`config.mk`:
```
export PLATFORM = sky130hd
export DESIGN_NAME = mem_bus_arbiter
export DESIGN_NICKNAME = d
export VERILOG_FILES = /design/src/rtl/mem_bus_arbiter.sv
export SDC_FILE = /design/constraint.sdc
export NUM_CORES = 1
export LEC_CHECK = 0
export CAP_MARGIN = 10
export CORE_AREA = 2 2 167 169
export CTS_CLUSTER_DIAMETER = 200
export DETAILED_ROUTE_END_ITERATION = 7
export DIE_AREA = 0 0 169 171
export PLACE_DENSITY = 0.57
export SLEW_MARGIN = 20
export SYNTH_ARGS = -nofsm -noshare
export SYNTH_HDL_FRONTEND = slang
export SYNTH_SLANG_ARGS = --single-unit
```
`constraint.sdc`:
```
create_clock -name clock -period 3.85 [get_ports clock]
set_clock_uncertainty 0.2 [all_clocks]
set_input_delay 0.5775 -clock clock [delete_from_list [all_inputs] [get_ports clock]]
set_output_delay 0.5775 -clock clock [all_outputs]
set_load 0.02 [all_outputs]
```
`src/rtl/mem_bus_arbiter.sv`:
```
// rtl/mem_bus_arbiter.sv - three-way memory bus arbiter with per-tag owner table
module mem_bus_arbiter #(
  parameter int STARVE_LIMIT = 4,
  parameter int XLEN         = 32
) (
  input  logic            clock,
  input  logic            reset,
  input  logic [1:0]      dcache2mem_command,
  input  logic [XLEN-1:0] dcache2mem_addr,
  input  logic [63:0]     dcache2mem_data,
  input  logic [1:0]      icache2mem_command,
  input  logic [XLEN-1:0] icache2mem_addr,
  input  logic [1:0]      pref2mem_command,
  input  logic [XLEN-1:0] pref2mem_addr,
  input  logic [3:0]      mem2proc_response,
  input  logic [63:0]     mem2proc_data,
  input  logic [3:0]      mem2proc_tag,
  output logic [1:0]      proc2mem_command,
  output logic [XLEN-1:0] proc2mem_addr,
  output logic [63:0]     proc2mem_data,
  output logic [3:0]      mem2dcache_response,
  output logic [3:0]      mem2icache_response,
  output logic [3:0]      mem2pref_response,
  output logic [3:0]      mem2dcache_tag,
  output logic [3:0]      mem2icache_tag,
  output logic [3:0]      mem2pref_tag,
  output logic [63:0]     mem2cache_data,
  output logic            icache_give_way,
  output logic [4:0]      outstanding_count
);

  localparam logic [1:0] BUS_NONE = 2'd0;
  localparam logic [1:0] BUS_LOAD = 2'd1;
  localparam int SW = $clog2(STARVE_LIMIT + 1);
  localparam logic [SW-1:0] STARVE_MAX = SW'(STARVE_LIMIT);

  typedef enum logic [1:0] {
    OWN_NONE   = 2'd0,
    OWN_DCACHE = 2'd1,
    OWN_ICACHE = 2'd2,
    OWN_PREF   = 2'd3
  } owner_e;

  owner_e        owner_q [1:15];
  logic [SW-1:0] starve_cnt;

  owner_e grant;
  owner_e ret_owner;
  logic   dcache_req, icache_req, pref_req;
  logic   load_accept, ret_valid;

  assign dcache_req = (dcache2mem_command != BUS_NONE);
  assign icache_req = (icache2mem_command != BUS_NONE);
  assign pref_req   = (pref2mem_command != BUS_NONE);

  // A starved icache overrides the normal dcache-first priority for one grant
  always_comb begin
    grant = OWN_NONE;
    if (icache_req && (starve_cnt == STARVE_MAX)) grant = OWN_ICACHE;
    else if (dcache_req)                           grant = OWN_DCACHE;
    else if (icache_req)                           grant = OWN_ICACHE;
    else if (pref_req)                             grant = OWN_PREF;
  end

  always_comb begin
    proc2mem_command = BUS_NONE;
    proc2mem_addr    = '0;
    proc2mem_data    = '0;
    case (grant)
      OWN_DCACHE: begin
        proc2mem_command = dcache2mem_command;
        proc2mem_addr    = dcache2mem_addr;
        proc2mem_data    = dcache2mem_data;
      end
      OWN_ICACHE: begin
        proc2mem_command = icache2mem_command;
        proc2mem_addr    = icache2mem_addr;
      end
      OWN_PREF: begin
        proc2mem_command = pref2mem_command;
        proc2mem_addr    = pref2mem_addr;
      end
      default: ;
    endcase
  end

  assign load_accept = (grant != OWN_NONE) && (proc2mem_command == BUS_LOAD) &&
                       (mem2proc_response != 4'd0);

  always_comb begin
    ret_owner = OWN_NONE;
    if (mem2proc_tag != 4'd0) ret_owner = owner_q[mem2proc_tag];
  end

  assign ret_valid = (ret_owner != OWN_NONE);

  assign mem2dcache_response = (grant == OWN_DCACHE) ? mem2proc_response : 4'd0;
  assign mem2icache_response = (grant == OWN_ICACHE) ? mem2proc_response : 4'd0;
  assign mem2pref_response   = (grant == OWN_PREF)   ? mem2proc_response : 4'd0;

  assign mem2dcache_tag = (ret_owner == OWN_DCACHE) ? mem2proc_tag : 4'd0;
  assign mem2icache_tag = (ret_owner == OWN_ICACHE) ? mem2proc_tag : 4'd0;
  assign mem2pref_tag   = (ret_owner == OWN_PREF)   ? mem2proc_tag : 4'd0;

  assign mem2cache_data  = mem2proc_data;
  assign icache_give_way = icache_req && (grant != OWN_ICACHE);

  always_ff @(posedge clock) begin
    if (reset) begin
      for (int i = 1; i <= 15; i++) owner_q[i] <= OWN_NONE;
      starve_cnt        <= '0;
      outstanding_count <= '0;
    end else begin
      // Clear first so a same-tag accept in this cycle wins the entry
      if (ret_valid)   owner_q[mem2proc_tag]      <= OWN_NONE;
      if (load_accept) owner_q[mem2proc_response] <= grant;

      if (icache_req && (grant != OWN_ICACHE)) begin
        if (starve_cnt != STARVE_MAX) starve_cnt <= starve_cnt + 1'b1;
      end else begin
        starve_cnt <= '0;
      end

      case ({load_accept, ret_valid})
        2'b10:   outstanding_count <= outstanding_count + 5'd1;
        2'b01:   outstanding_count <= outstanding_count - 5'd1;
        default: ;
      endcase
    end
  end

endmodule

```
======== Word level (Yosys, flattened, before mapping) ========
Memories as Yosys holds them, arrays and structs flattened.
Cells that the tools add are included.
operators by class
  add/subtract/negate cells ............... 3
  multiply operators ...................... 0
  div/mod/pow operators ................... 0
  magnitude comparators ................... 0
  eq/ne operators ......................... 12
  shifts and indexed selects .............. 0
  mux-type cells .......................... 29
  bitwise logic cells ..................... 1
  reductions and logical operators ........ 15
operators with widths
  operator                                                            number
  32-bit case mux with 3 select lines                                 1
  64-bit two-way mux                                                  1
  4-bit two-way mux                                                   8
  2-bit two-way mux                                                   7
  2-bit nonzero test                                                  6
  2-bit == test, second input constant                                5
  1-bit two-way mux                                                   10
  5-bit case mux with 2 select lines                                  1
  2-bit by 1-bit == test with 1-bit output, second input constant     4
  4-bit nonzero test                                                  2
  2-bit case mux with 3 select lines                                  1
  2-bit OR reduction                                                  3
  5-bit by 1-bit adder with 5-bit output, second input constant       1
  5-bit by 1-bit subtractor with 5-bit output, second input constant  1
  1-bit logical AND                                                   4
  3-bit by 1-bit adder with 3-bit output, second input constant       1
  3-bit == test, second input constant                                1
  3-bit inequality test, second input constant                        1
  2-bit inequality test, second input constant                        1
  1-bit inverter                                                      1
word-level totals
  register bits after elaboration ......... 8
  bits in latches ......................... 0
  bits in writable memories ............... 30
  memory bits (read-only) ................. 0
  bits of input ports ..................... 240
  output and inout port bits .............. 192
  logic and storage cells ................. 63
  memories kept ........................... 1
memories
  name     depth  width  rd ports  clocked after Yosys merged registers in  write ports  RTL line  RTL
  owner_q  15     2      1         0                                        15           44        owner_e owner_q [1:15];

======== Depth between registers and ports, before layout ========
  depth after elaboration ................. 15
  mapped depth ............................ 15
  depth with buffers taken out ............ 15

======== Worst setup path before layout ========
Ideal clock, no wire load.
  kind .................................... input -> register
  start point ............................. in mem2proc_tag[0]
  end point ............................... reg outstanding_count[4]
  setup time .............................. 71 ps
  arrival ................................. 3222 ps
  data required time ...................... 3579 ps
  slack ................................... 357 ps
  stages .................................. 13
  buffers on the path ..................... 2
  cell sequence ........................... buf_6 mux4_2 a22oi_1 and3_1 buf_4 a21oi_1 ha_1 ha_1 nor2b_1 o21ai_0 a21oi_1 or4_1 a21oi_1
between the ends
  cells in the longest elaborated chain, start to end .. 5
  elaborated cells between the ends (all ways) .. 8
  those cells by class .................... eq/ne: 2; mux: 2; reduce/logical: 3; memory: 1
ends and longest elaborated chain
  what                                                                              RTL line  RTL
  from (decl)                                                                       17        input logic [3:0] mem2proc_tag,
  memory 15 x 2 bit / 4-bit nonzero test (equally long branches)                    --
  2-bit two-way mux (*)                                                             92        if (mem2proc_tag != 4'd0) ret_owner = owner_q[mem2proc_tag];
  2-bit nonzero test (*)                                                            95        assign ret_valid = (ret_owner != OWN_NONE);
  2-bit by 1-bit == test with 1-bit output / 2-bit == test (equally long branches)  124       case ({load_accept, ret_valid})
  5-bit case mux with 2 select lines / 2-bit nonzero test (equally long branches)   --
  to (signal assigned)                                                              125       2'b10: outstanding_count <= outstanding_count + 5'd1;
  to (signal assigned)                                                              126       2'b01: outstanding_count <= outstanding_count - 5'd1;
  to (decl)                                                                         29        output logic [4:0] outstanding_count
Mark *: on every way between the ends. The rest lies on a longest branch, timed or not.
A chain may end at the register's enable or synchronous reset.

======== Worst setup path after layout ========
  start point ............................. in icache2mem_command[1]
  end point ............................... out proc2mem_addr[5]
between the ends
  cells in the longest elaborated chain, start to end .. 6
  elaborated cells between the ends (all ways) .. 9
  those cells by class .................... eq/ne: 3; mux: 4; reduce/logical: 2
ends and longest elaborated chain
  what                                                                              RTL line  RTL
  from (decl)                                                                       11        input logic [1:0] icache2mem_command,
  2-bit nonzero test (*)                                                            53        assign icache_req = (icache2mem_command != BUS_NONE);
  2-bit two-way mux                                                                 61        else if (icache_req) grant = OWN_ICACHE;
  2-bit two-way mux                                                                 60        else if (dcache_req) grant = OWN_DCACHE;
  2-bit two-way mux (*)                                                             59        if (icache_req && (starve_cnt == STARVE_MAX)) grant = OWN_ICACHE;
  2-bit == test / 2-bit by 1-bit == test with 1-bit output (equally long branches)  69        case (grant)
  32-bit case mux with 3 select lines (*)                                           69
  to (decl)                                                                         19        output logic [XLEN-1:0] proc2mem_addr,
Marks and branches as above.

==> metrics.cfg <==
[run_status]
status = finished clean

[power_and_ir_drop]
swShare = 0.321
comb_power_share = 0.494
seqPwrFrac = 0.267
p_switching_w = 0.000628
p_clk_frac = 0.238
p_per_area_nw_per_um2 = 262
power_leakage_nw = 3.02
peakVddDrop_mv = 0.161
p_int_w = 0.00133

[floorplan]
die_y_um = 171
die_w_um = 169
fp.dieArea_um2 = 28900
pin_count = 432
core-area_um2 = 27300
rows = 61
initial_core_util = 0.148

[placement]
dp_slack_ns = -0.242
dp_cells = 1067
dpl_cell_area_um2 = 7270
port_buffers = 303
gp_congestion = 0.788
hpwl_um = 21700

[cts]
cts_tree = done
cts_sinks = 40
clk_path_buf_depth = 2
htreeDepth = 2
insertion_delay_ns = 0.28
numCtsBuffers = 5
clk_pin_slew_ns = 0.06
cts_root_buf = clkbuf_16

[logic_synthesis]
ys_ff_latch = 40
synth-main-ff-cell = edfxtp_1
synthDistinctLibCells = 43
yosys_warnings = 0
synthArstFlopShare = 0
synthAdderAreaFrac = 0.0236
avgSynthCellArea_um2 = 8.55
synth-compound-area-share = 0.150
synth_edf_count = 32
synth.mux.area_fraction = 0.0524
synth_top_family_by_area = simple AND/OR/NAND/NOR gates
yosysSeqAreaShare = 0.278
synth_xor_area_frac = 0.00651
synthSimpleGateAreaFrac = 0.319
synth_cells = 472
synth.cell_area_um2 = 4040

[routing]
wirelength_um = 24400
initialDrtViolationCount = 204
drt_pass1_iterations = 4
ant_nets = 0
via_per_inst = 4.21
wl_per_cell_um = 22.6
via_count = 4536
drc = 0

[final_layout]
multi_input_comb_area_um2 = 2280
n_fill_cell = 2929
seq_area_um2 = 1120
fin_area_um2 = 7460
finalNonFillerCells = 1077
utilization = 0.273
layout-drive-gt1-share = 0.115
nNetsFinal = 976
syn_to_final_growth_pct = 84.7

[timing]
hold_viol = 0
setup_violations = 0
fmax_ghz = 0.268
final.period_utilization = 0.970
rsz0062_at_grt = false
slew_viol_final = 0
holdWs_ns = 0.289
max_slew_margin = 0.570
setup_slack_ns = 0.116
period_needed_ns = 3.73
tightest_slew_ns = 0.638

[global_route]
grt_pass1_vias = 4494
grt_overflow_total = 0
grt_max_degree = 38
grt.total_usage = 0.161
grt_pass1_wl_um = 33300
grt_antenna_before_repair = 4

[setup_path]
path_max_fanout = 33
start_kind = primary input
critPathArrivalTime_ns = 2.96
criticalPathCategory = in2out
worstPathRequired_ns = 3.07
cp-end-kind = output port
rr_worst_depth = 14

[job]
drv_cap = 0

[min_path]
hp-class = reg2reg
whs_path_depth = 2

[stage by stage]
stage | setup TNS (ns) | power (W)
global route | 0 | 0.00205
global placement | -1.21 | 0.00150
finish | 0 | 0.00195
floorplan | 0 | 0.00105
detailed placement | -1.28 | 0.00151
CTS | 0 | 0.00197
[critical path, cell delays in order]
cell and delay, ns:
clkdlybuf4s50_1 0.42, buf_4 0.15, or2_2 0.32, nor4_4 0.31, buf_12 0.24, a221o_1 0.26, clkdlybuf4s50_1 0.65
[metal layers]
layer | vias up | share of wire | global-route usage
met1 | 2138 | 0.40 | 0.191
met5 | - | 0.0011 | 0
met3 | 19 | 0.090 | 0.0585
li1 | 2135 | - | -
met2 | 240 | 0.50 | 0.287
met4 | 4 | 0.0088 | 0.0201
[power groups by stage]
| stage | sequential (W) | clock, W | combinational [W] |
|---|---|---|---|
| after global routing | 0.000527 | 0.000493 | 0.00103 |
| after floorplan | 0.000544 | 0 | 0.000503 |
| after CTS | 0.000523 | 0.000474 | 0.000975 |
| after detailed placement | 0.000532 | 0 | 0.000976 |
| final | 0.000522 | 0.000465 | 0.000966 |
| after global placement | 0.000532 | 0 | 0.000967 |
[cell usage in the layout, fill, tap and decap left out, drive strengths merged, types with 2 or more instances in the layout]
cell type,n
clkbuf,6
inv,10
nand2,16
and3,43
buf,63
and2,85
nand4,3
clkdlybuf4s50,272
edfxtp,32
ha,6
nand2b,4
a21oi,9
a21o,2
conb,4
nand3,3
nor3,7
mux4,8
dlymetal6s2s,5
a221o,47
or4,2
nor4,5
dfxtp,8
mux2i,2
o21ai,4
nor2,50
clkdlybuf4s15,2
a22oi,2
nor2b,9
dlygate4sd2,6
xnor2,2
[logic make-up after synthesis]
group,count (synthesis)
AND/OR/NAND/NOR,231
buffers and inverters,111
AO/OA/AOI/OAI,69
flip-flops,40
multiplexers,10
adder cells (fa/ha/maj),7
XOR/XNOR,3
other,1
[state kept, by name, indices dropped and copies added, names as in the netlist]
signal and count:
starve_cnt 3, owner_q 32, outstanding_count 5
[timing repair]
| item | in CTS | in global routing |
|---|---|---|
| gates cloned | 0 | 0 |
| pin swaps | 0 | 3 |
| buffers inserted | 0 | 1 |
| resized for setup | 8 | 10 |
| hold buffers | 0 | 0 |
| endpoints found under the setup margin | 8 | 9 |
[Yosys cell counts, drive strengths merged (3+ instances only)]
library cell,n,area [um^2]
ha,6,75.1
and2,85,532
nand3,3,15.0
mux4,8,191
nor3,7,35.0
nor2b,9,56.3
dfxtp,8,160
a221o,47,470
and3,43,269
o21ai,4,20.0
buf,69,526
a21oi,9,45.0
nand2,16,67.6
nor4,5,37.5
nand2b,4,25.0
nor2,50,188
clkbuf,32,120
edfxtp,32,961
nand4,3,18.8
inv,10,37.5
[worst paths after layout]
path,start,slack [ns],to
worst max register to register,starve_cnt[0],0.47,outstanding_count[4]
worst min-delay path,outstanding_count[4],0.29,outstanding_count[4]
worst min register to register,outstanding_count[4],0.29,outstanding_count[4]
worst max-delay path,icache2mem_command[1],0.12,proc2mem_addr[5]
[final cells by class]
type                            instances  share of cell area
Clock buffer                            6              0.0173
Clock inverter                          2             0.00470
Antenna cell                            1            0.000336
Timing Repair Buffer                  348               0.458
Sequential cell                        40               0.150
Inverter                               10             0.00503
Multi-Input combinational cell        324               0.306
Tap cell                              346              0.0581
Note: power is estimated with default switching activity, not from simulation.
